**src/rtl/mem_entry_controller_pkg.sv**
```systemverilog
// Shared types for the key/switch memory entry sequencer.
// State encoding, mode codes, chunk-count helper.
package mem_entry_controller_pkg;

  typedef enum logic [7:0] {
    S_IDLE  = 8'h01,
    S_SEL_R = 8'h02,
    S_SEL_W = 8'h04,
    S_ADDR  = 8'h08,
    S_DATA  = 8'h10,
    S_WAIT  = 8'h20,
    S_DONE  = 8'h40,
    S_ERR   = 8'h80
  } state_t;

  localparam logic [1:0] MODE_IDLE  = 2'b00;
  localparam logic [1:0] MODE_READ  = 2'b01;
  localparam logic [1:0] MODE_WRITE = 2'b10;
  localparam logic [1:0] MODE_ERR   = 2'b11;

  localparam int IDX_W = 8;

  function automatic int chunk_count(input int w, input int c);
    int n;
    n = w / c;
    return (n < 1) ? 1 : n;
  endfunction

endpackage

```
**src/rtl/mem_entry_controller_chunk_assembler.sv**
```systemverilog
// Builds a W-bit field from successive switch chunks.
// Ports: load/idx write one chunk, clear zeroes, inc adds one.
module chunk_assembler
  import mem_entry_controller_pkg::*;
#(
  parameter int W       = 16,
  parameter int CHUNK_W = 8,
  parameter int SW_W    = 9
) (
  input  logic             clk,
  input  logic             rst_n,
  input  logic             load,
  input  logic             clear,
  input  logic             inc,
  input  logic [IDX_W-1:0] idx,
  input  logic [SW_W-1:0]  sw,
  output logic [W-1:0]     value
);

  localparam int N    = chunk_count(W, CHUNK_W);
  localparam int LAST = W - (N - 1) * CHUNK_W;

  if (SW_W < LAST) begin : g_sw_too_narrow
    $error("switch bank narrower than final chunk");
  end

  logic [W-1:0] nxt;
  logic         unused_sw;

  // Upper switch bits beyond the widest chunk are don't-care.
  assign unused_sw = ^sw;

  always_comb begin
    nxt = value;
    if (clear) begin
      nxt = '0;
    end else if (inc) begin
      nxt = value + W'(1);
    end else if (load) begin
      if (idx == IDX_W'(N - 1)) begin
        // Final chunk absorbs the remainder bits.
        nxt[W-1 -: LAST] = sw[LAST-1:0];
      end else begin
        for (int k = 0; k < N - 1; k++) begin
          if (idx == IDX_W'(k)) begin
            nxt[k*CHUNK_W +: CHUNK_W] = sw[CHUNK_W-1:0];
          end
        end
      end
    end
  end

  always_ff @(posedge clk) begin
    if (!rst_n) begin
      value <= '0;
    end else begin
      value <= nxt;
    end
  end

endmodule

```
**src/rtl/mem_entry_controller.sv**
```systemverilog
// Key/switch driven memory access sequencer with abort, timeout, repeat.
// In: keys, sw, mem_done, read_data. Out: mode, address, data, io_req, error, state.
module mem_entry_controller
  import mem_entry_controller_pkg::*;
#(
  parameter int ADDR_W  = 25,
  parameter int DATA_W  = 16,
  parameter int CHUNK_W = 8,
  parameter int SW_W    = 9,
  parameter int TIMEOUT = 1024
) (
  input  logic              clk,
  input  logic              rst_n,
  input  logic              key0_pulse,
  input  logic              key1_pulse,
  input  logic [SW_W-1:0]   sw,
  input  logic              mem_done,
  input  logic [DATA_W-1:0] read_data,
  output logic [1:0]        mode_out,
  output logic [ADDR_W-1:0] mem_address,
  output logic [DATA_W-1:0] write_data,
  output logic [DATA_W-1:0] display_data,
  output logic              io_req,
  output logic              error,
  output logic [7:0]        state_out
);

  localparam int N_A = chunk_count(ADDR_W, CHUNK_W);
  localparam int N_D = chunk_count(DATA_W, CHUNK_W);
  localparam int TW  = (TIMEOUT > 1) ? $clog2(TIMEOUT) : 1;

  localparam logic [IDX_W-1:0] A_LAST = IDX_W'(N_A - 1);
  localparam logic [IDX_W-1:0] D_LAST = IDX_W'(N_D - 1);

  state_t           state, state_nxt;
  logic             wr_op, wr_nxt;
  logic [IDX_W-1:0] idx, idx_nxt, ld_idx;
  logic [TW-1:0]    tcnt;
  logic             a_load, a_clear, a_inc;
  logic             d_load, d_clear;
  logic             disp_load;
  logic             timeout_hit;

  assign timeout_hit = (TIMEOUT != 0) &&
                       (tcnt == TW'(TIMEOUT - 1));

  always_comb begin
    state_nxt = state;
    wr_nxt    = wr_op;
    idx_nxt   = idx;
    ld_idx    = idx;
    a_load    = 1'b0;
    a_inc     = 1'b0;
    d_load    = 1'b0;
    disp_load = 1'b0;
    unique case (state)
      S_IDLE: begin
        if (key0_pulse) state_nxt = S_SEL_R;
      end
      S_SEL_R, S_SEL_W: begin
        if (key0_pulse) begin
          state_nxt = (state == S_SEL_R) ? S_SEL_W : S_SEL_R;
        end else if (key1_pulse) begin
          a_load  = 1'b1;
          ld_idx  = '0;
          wr_nxt  = (state == S_SEL_W);
          idx_nxt = IDX_W'(1);
          if (N_A == 1) begin
            idx_nxt   = '0;
            state_nxt = (state == S_SEL_W) ? S_DATA : S_WAIT;
          end else begin
            state_nxt = S_ADDR;
          end
        end
      end
      S_ADDR: begin
        if (key0_pulse) begin
          state_nxt = S_IDLE;
        end else if (key1_pulse) begin
          a_load = 1'b1;
          if (idx == A_LAST) begin
            idx_nxt   = '0;
            state_nxt = wr_op ? S_DATA : S_WAIT;
          end else begin
            idx_nxt = idx + IDX_W'(1);
          end
        end
      end
      S_DATA: begin
        if (key0_pulse) begin
          state_nxt = S_IDLE;
        end else if (key1_pulse) begin
          d_load = 1'b1;
          if (idx == D_LAST) begin
            state_nxt = S_WAIT;
          end else begin
            idx_nxt = idx + IDX_W'(1);
          end
        end
      end
      S_WAIT: begin
        // Completion beats a coincident timeout.
        if (mem_done) begin
          state_nxt = S_DONE;
          disp_load = !wr_op;
        end else if (timeout_hit) begin
          state_nxt = S_ERR;
        end
      end
      S_DONE: begin
        if (key0_pulse) begin
          state_nxt = S_IDLE;
        end else if (key1_pulse) begin
          a_inc     = 1'b1;
          state_nxt = S_WAIT;
        end
      end
      S_ERR: begin
        if (key0_pulse) state_nxt = S_IDLE;
      end
      default: state_nxt = S_IDLE;
    endcase
  end

  assign a_clear = (state_nxt == S_IDLE);
  assign d_clear = (state_nxt == S_IDLE);

  always_ff @(posedge clk) begin
    if (!rst_n) begin
      state        <= S_IDLE;
      wr_op        <= 1'b0;
      idx          <= '0;
      tcnt         <= '0;
      display_data <= '0;
    end else begin
      state <= state_nxt;
      wr_op <= wr_nxt;
      idx   <= idx_nxt;
      tcnt  <= (state == S_WAIT) ? tcnt + TW'(1) : '0;
      if (disp_load) display_data <= read_data;
    end
  end

  chunk_assembler #(
    .W       (ADDR_W),
    .CHUNK_W (CHUNK_W),
    .SW_W    (SW_W)
  ) u_addr (
    .clk   (clk),
    .rst_n (rst_n),
    .load  (a_load),
    .clear (a_clear),
    .inc   (a_inc),
    .idx   (ld_idx),
    .sw    (sw),
    .value (mem_address)
  );

  chunk_assembler #(
    .W       (DATA_W),
    .CHUNK_W (CHUNK_W),
    .SW_W    (SW_W)
  ) u_data (
    .clk   (clk),
    .rst_n (rst_n),
    .load  (d_load),
    .clear (d_clear),
    .inc   (1'b0),
    .idx   (idx),
    .sw    (sw),
    .value (write_data)
  );

  always_comb begin
    mode_out = MODE_IDLE;
    unique case (state)
      S_SEL_R:                mode_out = MODE_READ;
      S_SEL_W, S_DATA:        mode_out = MODE_WRITE;
      S_ADDR, S_WAIT, S_DONE: mode_out = wr_op ? MODE_WRITE : MODE_READ;
      S_ERR:                  mode_out = MODE_ERR;
      default:                mode_out = MODE_IDLE;
    endcase
  end

  assign io_req    = (state == S_WAIT);
  assign error     = (state == S_ERR);
  assign state_out = state;

endmodule

```
**config.mk**
```make
export PLATFORM = sky130hd
export DESIGN_NAME = mem_entry_controller
export DESIGN_NICKNAME = d
export VERILOG_FILES = /design/src/rtl/mem_entry_controller_pkg.sv /design/src/rtl/mem_entry_controller_chunk_assembler.sv /design/src/rtl/mem_entry_controller.sv
export SDC_FILE = /design/constraint.sdc
export NUM_CORES = 1
export LEC_CHECK = 0
export CAP_MARGIN = 20
export CORE_ASPECT_RATIO = 2
export CORE_UTILIZATION = 48
export CTS_BUF_LIST = sky130_fd_sc_hd__clkbuf_8
export DETAILED_ROUTE_END_ITERATION = 10
export GPL_TIMING_DRIVEN = 0
export PLACE_DENSITY = 0.78
export RECOVER_POWER = 50
export SYNTH_ARGS = -nofsm -noshare
export SYNTH_HDL_FRONTEND = slang
export SYNTH_HIERARCHICAL = 1
export SYNTH_SLANG_ARGS = --single-unit
```
**constraint.sdc**
```tcl
create_clock -name clk -period 2.5 [get_ports clk]
set_input_delay 0.5 -clock clk [delete_from_list [all_inputs] [get_ports clk]]
set_output_delay 0.5 -clock clk [all_outputs]
set_load 0.03 [all_outputs]
```
; ---- After elaboration in Yosys (flattened, before gate mapping)
; Index checks and enable logic that the tools add are counted.
[classes]
n_eq_ne = 22
bitwise = 3
n_shift = 0
magnitude_cmp = 0
n_mux = 44
div = 0
n_mul = 0
n_reduce_logical = 21
add_sub_neg = 3
[op_table]
columns = cell, n
row1 = two-way mux 8 bit, 27
row2 = one-hot mux 8 bit (7 select lines), 1
row3 = two-way mux 25 bit, 2
row4 = == test 8 x 1 -> 1 bit (second input constant), 4
row5 = adder 25 x 1 -> 25 bit (second input constant), 1
row6 = == test 8 x 2 -> 1 bit (second input constant), 3
row7 = one-hot mux 8 bit (3 select lines), 1
row8 = logical NOT 8 bit, 2
row9 = two-way mux 16 bit, 1
row10 = inequality test 2 bit (second input constant), 8
row11 = AND reduction 3 bit, 4
row12 = adder 10 x 1 -> 10 bit (second input constant), 1
row13 = == test 10 bit (second input constant), 1
row14 = two-way mux 9 bit, 1
row15 = adder 8 x 1 -> 8 bit (second input constant), 1
row16 = == test 8 x 3 -> 1 bit (second input constant), 1
row17 = == test 8 x 4 -> 1 bit (second input constant), 1
row18 = == test 8 x 5 -> 1 bit (second input constant), 1
row19 = == test 8 x 6 -> 1 bit (second input constant), 1
row20 = == test 8 x 7 -> 1 bit (second input constant), 1
row21 = == test 8 bit (second input constant), 1
row22 = one-hot mux 2 bit (4 select lines), 1
row23 = AND reduction 8 bit, 1
row24 = nonzero test 2 bit, 4
row25 = other kinds (10), 23
[word_totals]
romBits = 0
memories = 0
latch_bits = 0
output_inout_bits = 69
ram_bits = 0
register_bits = 84
input_bits = 30

; ---- Logic depth before layout (Yosys ltp)
[depth]
depth_word = 8
ltp_mapped = 10
depth_no_buf = 9

; ---- Cells and area by module
; The synthesis kept the hierarchy.
[modules_own_cells]
columns = mod, cells_per_inst, area_each_um2, n_inst
row1 = mem_entry_controller, 293, 2309.7, 1
row2 = chunk_assembler (u_addr), 200, 1576.5, 1
row3 = chunk_assembler (u_data), 111, 940.9, 1

; ---- Least setup slack after synthesis
; OpenSTA, ideal clock, no wires.
[synth_timing]
path_type = register to register
start = register state[1] (netlist: state_out[1])
end = register u_addr.value[13]
arrival_ns = 2.791
path_stages_with_launch = 11
t_required_ns = 2.369
slack_ns = -0.422
path_cell_list = dfxtp_1 > buf_2 > xor2_1 > nand4_1 > clkbuf_1 > and2_1 > nor4b_1 > clkbuf_1 > nand4_1 > o221ai_1 > a21oi_1
[synth_via]
elab_chain_cells = 6
word_cells_on_any_way = 38
classes_between = eq/ne: 12 / mux: 20 / reduce/logical: 6
[synth_lines]
columns = item, line
row1 = "start, declared", mem_entry_controller.sv:35  ; state_t state, state_nxt;
row2 = "start signal, assigned", mem_entry_controller.sv:136  ; state <= state_nxt;
row3 = == test 8 x 2 -> 1 bit / == test 8 x 3 -> 1 bit (equally long branches), mem_entry_controller.sv:56  ; unique case (state)
row4 = OR reduction 2 bit *, mem_entry_controller.sv:56
row5 = two-way mux 8 bit *, mem_entry_controller.sv:56
row6 = named net ld_idx[4], mem_entry_controller.sv:37  ; logic [IDX_W-1:0] idx, idx_nxt, ld_idx;
row7 = == test 8 x 2 -> 1 bit / == test 8 x 1 -> 1 bit (equally long branches), "mem_entry_controller_chunk_assembler.sv:40, mem_entry_controller_chunk_assembler.sv:45"
row8 = inequality test 2 bit (no source line) / nonzero test 2 bit (equally long branches), -
row9 = AND reduction 3 bit (no source line) *, -
row10 = "end signal, assigned", mem_entry_controller_chunk_assembler.sv:57  ; value <= nxt;
row11 = "end, declared", mem_entry_controller_chunk_assembler.sv:17  ; output logic [W-1:0] value
; Mark *: on every way through the listed nets, which the timed path passes. The rest lies on a longest branch.
; A chain may end at the register's enable or synchronous reset.

; ---- Worst setup path after layout
[layout_timing]
start = register state[3] (netlist: state_out[3])
end = register u_addr.value[21]
[layout_via]
elab_chain_cells = 6
word_cells_on_any_way = 36
classes_between = eq/ne: 10 / mux: 20 / reduce/logical: 6
[layout_lines]
columns = item, line
row1 = "== test 8 x 2 -> 1 bit, or another cell as far along", "mem_entry_controller.sv:56, mem_entry_controller.sv:62"
row2 = "two-way mux 3 bit, or another cell as far along", mem_entry_controller.sv:62  ; state_nxt = (state == S_SEL_R) ? S_SEL_W : S_SEL_R;
row3 = two-way mux 8 bit (on tied branches), "mem_entry_controller.sv:61, mem_entry_controller.sv:77, mem_entry_controller.sv:90"
row4 = one-hot mux 8 bit (7 select lines) *, mem_entry_controller.sv:56
row5 = == test 8 x 1 -> 1 bit *, mem_entry_controller.sv:125  ; assign a_clear = (state_nxt == S_IDLE);
row6 = named net a_clear, mem_entry_controller.sv:39  ; logic a_load, a_clear, a_inc;
row7 = OR reduction 2 bit (no source line) *, -
; Marks and branches as above.

==> summary.txt <==
================================================================================
DRC viols                                                                      0
Reg clk slew, reported paths                                             0.09 ns
Final setup viols                                                             45
Final wirelength                                                       16,900 um
Launch point of the worst reg-to-reg path                           state_out[3]$_SDFF_PN0_
Timing-limited maximum frequency                                       0.370 GHz
Avg Vias per Cell                                                           6.36
RSZ-0062 raised after global routing                                         yes
Internal power                                                           2.44 mW
Synth-to-Final Area Change                                                 48.9%
Combinational share of power                                               28.9%
Max-slew violation count                                                       0
Aggregate global routing overflow                                              0
Outcome                                                             complete, but fails checks
Ant diodes                                                                     0
Largest stage delay on the critical path                                 0.59 ns
Post-place setup slack                                                  -1.30 ns
First-pass iteration count of the detailed router                              5
Sequential element share of the synthesized area                           34.8%
Relative slew slack                                                        49.8%
Number of H-tree levels                                                        3
Worst setup slack after layout                                         -0.200 ns
Placement-stage cell area                                           0.00615 sq mm
I/O Buffers                                                                   98
Number of sinks on the clock net                                              84
Total negative setup slack                                              -4.27 ns
Fin nets                                                                     798
Unique masters post-synth                                                     75
Static leakage                                                           2.56 nW
Area of all placed cells without fillers                            0.00719 sq mm
Die Height                                                                144 um
Initial Util                                                               49.4%
Root cell of the clock tree                                         sky130_fd_sc_hd__clkbuf_8
Worst path bufs/invs                                                           2
Ports                                                                         99
Number of antenna violations at the first check in global routing              0
Iteration-0 DRC Markers                                                      430
Number of hold-slack violations in the final timing report                     0
Area leader, netlist                                                sky130_fd_sc_hd__dfxtp_1
Yosys warning count                                                            6
Global-route wire length before repair                                 25,200 um
Category of the most critical setup path                              reg -> reg
Total power per unit cell area                                       494 mW/mm^2
Worst Skew                                                             0.0135 ns
Layout cell share with drive strength beyond 1                             26.3%
Reg2Reg Capture Point                                               u_addr/value[21]$_SDFFE_PP0P_
Total global routing track utilization                                     31.0%
Synthesized area                                                    0.00483 sq mm
Via count of the first global-routing pass                                 5,463
Failing checks                                                      setup timing
Number of buffers added to fix hold violations after cts                       0
Post-Syn Instances                                                           604
Switching part of the total                                                31.3%
Wire length per cell                                                     18.8 um
Overall die width                                                        72.9 um
Global placer's final weighted congestion                                   1.02
P_sw                                                                     1.11 mW
Series of cell instances along the critical path                    nor4_1, nand3_1, buf_4, o21ai_2, o32a_2, or3_4, or2b_4, clkbuf_16, a21oi_1
CTS tree                                                                    done
Share of synthesized flip-flops with an asynchronous set or reset             0%
HPWL after detailed placement                                          11,400 um
Slowest cell on crit path                                           sky130_fd_sc_hd__dfxtp_1
Setup slack on the worst flop-to-flop path                              -0.20 ns
Slew @ Worst Pin                                                        0.746 ns
Length in cells of the worst reg-to-reg path                                   9
Number of synthesized register bits                                           84
Total Die Area                                                      0.0105 sq mm
Final min period                                                         2.70 ns
Main area contributors after synthesis                              sky130_fd_sc_hd__dfxtp_1, sky130_fd_sc_hd__a21oi_1, sky130_fd_sc_hd__nand2_1, sky130_fd_sc_hd__nand3_1, sky130_fd_sc_hd__a31oi_1
Nature of the critical path startpoint                                      flop
Most used standard cell by instance count after synthesis           sky130_fd_sc_hd__dfxtp_1
Number of buffers inserted during clock tree synthesis                         9
Worst-Skew Late Latency                                                  0.37 ns
Kind of end point of the critical path                                      flop
Number of flops mapped to enable cells by yosys                                0
Share of the synthesized area in the top cell type                         34.8%
Seq pwr share                                                              39.9%
Maximum number of pins on one net before global-route repair                  15
Hold path depth                                                                2
Delay-heaviest family, CP                                           simple AND/OR/NAND/NOR gates
Maximum VDD drop                                                        0.406 mV
Min-delay worst type                                                  reg -> reg
Count of vias placed by the detailed router                                5,721
Clock network power share                                                  31.2%
Req. time, crit path                                                     2.78 ns
Count of standard-cell rows                                                   51
Max Fanout on Critical Path                                                   10
Leading cell types by count after synthesis                         sky130_fd_sc_hd__dfxtp_1, sky130_fd_sc_hd__nand2_1, sky130_fd_sc_hd__a21oi_1, sky130_fd_sc_hd__nor2_1, sky130_fd_sc_hd__nand3_1
Core Box Area                                                       0.00976 sq mm
Sink of the worst hold path                                         display_data[2]$_SDFFE_PN0P_
Main flop type after synthesis                                      sky130_fd_sc_hd__dfxtp_1
Syn Area/Cell                                                         7.99 sq um
DRT antenna net count                                                          0
Maximum Capacitance Violations                                                 0
Critical path arrival                                                    2.98 ns
Synthesized netlist net count                                                640
Critical hold path startpoint                                       display_data[2]$_SDFFE_PN0P_
Clock Path Buffers                                                             2
Share of the clock period used by the worst path after layout               108%
================================================================================
## cells by family after synthesis
family                     synth area share (%)
DFF                                        34.8
and+or+nand+nor                            33.5
adders and majority gates                  1.56
AOI/OAI and AO/OA                          21.2
other                                    0.0777
xor gates and xnor gates                   3.45
muxes                                     0.415
buffers and inverters                      4.95
## routing by layer
layer  track usage [%]  share of wire (%)  vias up
li1                  -                  -     2602
met1              29.9                 34     2685
met2              55.0                 53      338
met3              5.61                5.6       96
met4              26.4                6.7        0
met5                 0                  0        -
## layout make-up
cell class / instances / area, sq um
multi-input cells: 470 / 3310
clock inverters: 6 / 87.6
flip-flops and latches: 84 / 1710
plain buffers: 24 / 249
clock buffers: 10 / 138
well taps: 132 / 165
repair buffers: 152 / 1450
fillers: 727 / 2570
inverters: 21 / 81.3
## cell usage in the layout (no fill, tap or decap), types with 4 or more instances in the layout
cell                              synthesis  layout
sky130_fd_sc_hd__dfxtp_1                 84      72
sky130_fd_sc_hd__nand2_1                 72      67
sky130_fd_sc_hd__clkdlybuf4s50_1          0      59
sky130_fd_sc_hd__buf_4                    8      49
sky130_fd_sc_hd__a21oi_1                 57      46
sky130_fd_sc_hd__nor2_1                  38      35
sky130_fd_sc_hd__dlygate4sd3_1            0      34
sky130_fd_sc_hd__nand3_1                 35      31
sky130_fd_sc_hd__a31oi_1                 23      22
sky130_fd_sc_hd__nand4_1                 20      20
sky130_fd_sc_hd__buf_6                    2      19
sky130_fd_sc_hd__inv_1                   18      18
sky130_fd_sc_hd__clkbuf_8                 0      14
sky130_fd_sc_hd__o211ai_1                13      13
sky130_fd_sc_hd__nor3_1                  14      12
sky130_fd_sc_hd__and3_1                  15      11
sky130_fd_sc_hd__xor2_1                  10      10
sky130_fd_sc_hd__a21oi_2                  0      10
sky130_fd_sc_hd__or4_4                    3       9
sky130_fd_sc_hd__o21ai_0                 14       9
sky130_fd_sc_hd__xnor2_1                  9       9
sky130_fd_sc_hd__or4_1                   12       8
sky130_fd_sc_hd__a211oi_1                 9       8
sky130_fd_sc_hd__a2bb2oi_1                8       7
sky130_fd_sc_hd__or3_1                    8       7
sky130_fd_sc_hd__and2_4                   0       6
sky130_fd_sc_hd__nor4_1                   9       6
sky130_fd_sc_hd__o21ai_1                  2       6
sky130_fd_sc_hd__ha_1                     6       6
sky130_fd_sc_hd__dfxtp_2                  0       6
sky130_fd_sc_hd__dfxtp_4                  0       6
sky130_fd_sc_hd__and4_1                   8       6
sky130_fd_sc_hd__nand2_2                  1       6
sky130_fd_sc_hd__nor4_4                   1       5
sky130_fd_sc_hd__and2_1                  10       4
sky130_fd_sc_hd__clkbuf_1                13       4
sky130_fd_sc_hd__and3_4                   0       4
sky130_fd_sc_hd__nand3_2                  1       4
## repair_timing
item | 4_1_cts | 5_1_grt
endpoints found under the setup margin | 46 | 46
cloned | 1 | 1
resized for setup | 79 | 67
pin swaps | 25 | 35
setup buffers | 29 | 23
## worst register-to-register path: cells and delay by family (launching register included)
family                 cells  cell delay (ns)
AOI/OAI and AO/OA          3             0.60
DFF                        1             0.59
and+or+nand+nor            4             1.07
buffers and inverters      2             0.35
## state kept, by name, summed over array words and instances, names as in the netlist
signal,flops
u_addr/value,25
display_data,16
u_data/value,16
tcnt,10
idx,8
state_out,8
wr_op,1
## how the worst max path moves through the flow
stage	from	endpoint	slack, ns	cells past startpoint
finish	state_out[3]$_SDFF_PN0_	u_addr/value[21]$_SDFFE_PP0P_	-0.20	9
global route	state_out[3]$_SDFF_PN0_	u_addr/value[21]$_SDFFE_PP0P_	-0.30	9
CTS	state_out[4]$_SDFF_PN0_	mode_out[1]	-0.13	5
detailed placement	key1_pulse	u_addr/value[11]$_SDFFE_PP0P_	-1.30	10
global placement	key1_pulse	u_addr/value[13]$_SDFFE_PP0P_	-1.24	9
floorplan	state_out[4]$_SDFF_PN0_	u_addr/value[1]$_SDFFE_PP0P_	-0.05	9
## metrics by stage
stage	util (%)	total power [mW]	cells	hold slack, ns
after floorplan	-	1.91	604	0.430
after global placement	63.0	2.17	834	0.442
after detailed placement	63.0	2.18	834	0.448
after CTS	69.5	3.37	877	0.461
after global routing	73.6	3.67	899	0.480
final	73.6	3.55	899	0.457
## power by group through the flow
stage,clock network [mW],registers (mW),logic (mW)
6_report,1.11,1.42,1.02
5_1_grt,1.18,1.42,1.07
4_1_cts,1.12,1.41,0.839
3_5_place_dp,0,1.44,0.735
3_3_place_gp,0,1.44,0.723
2_1_floorplan,0,1.48,0.428
Note: power is estimated with default switching activity, not from simulation.
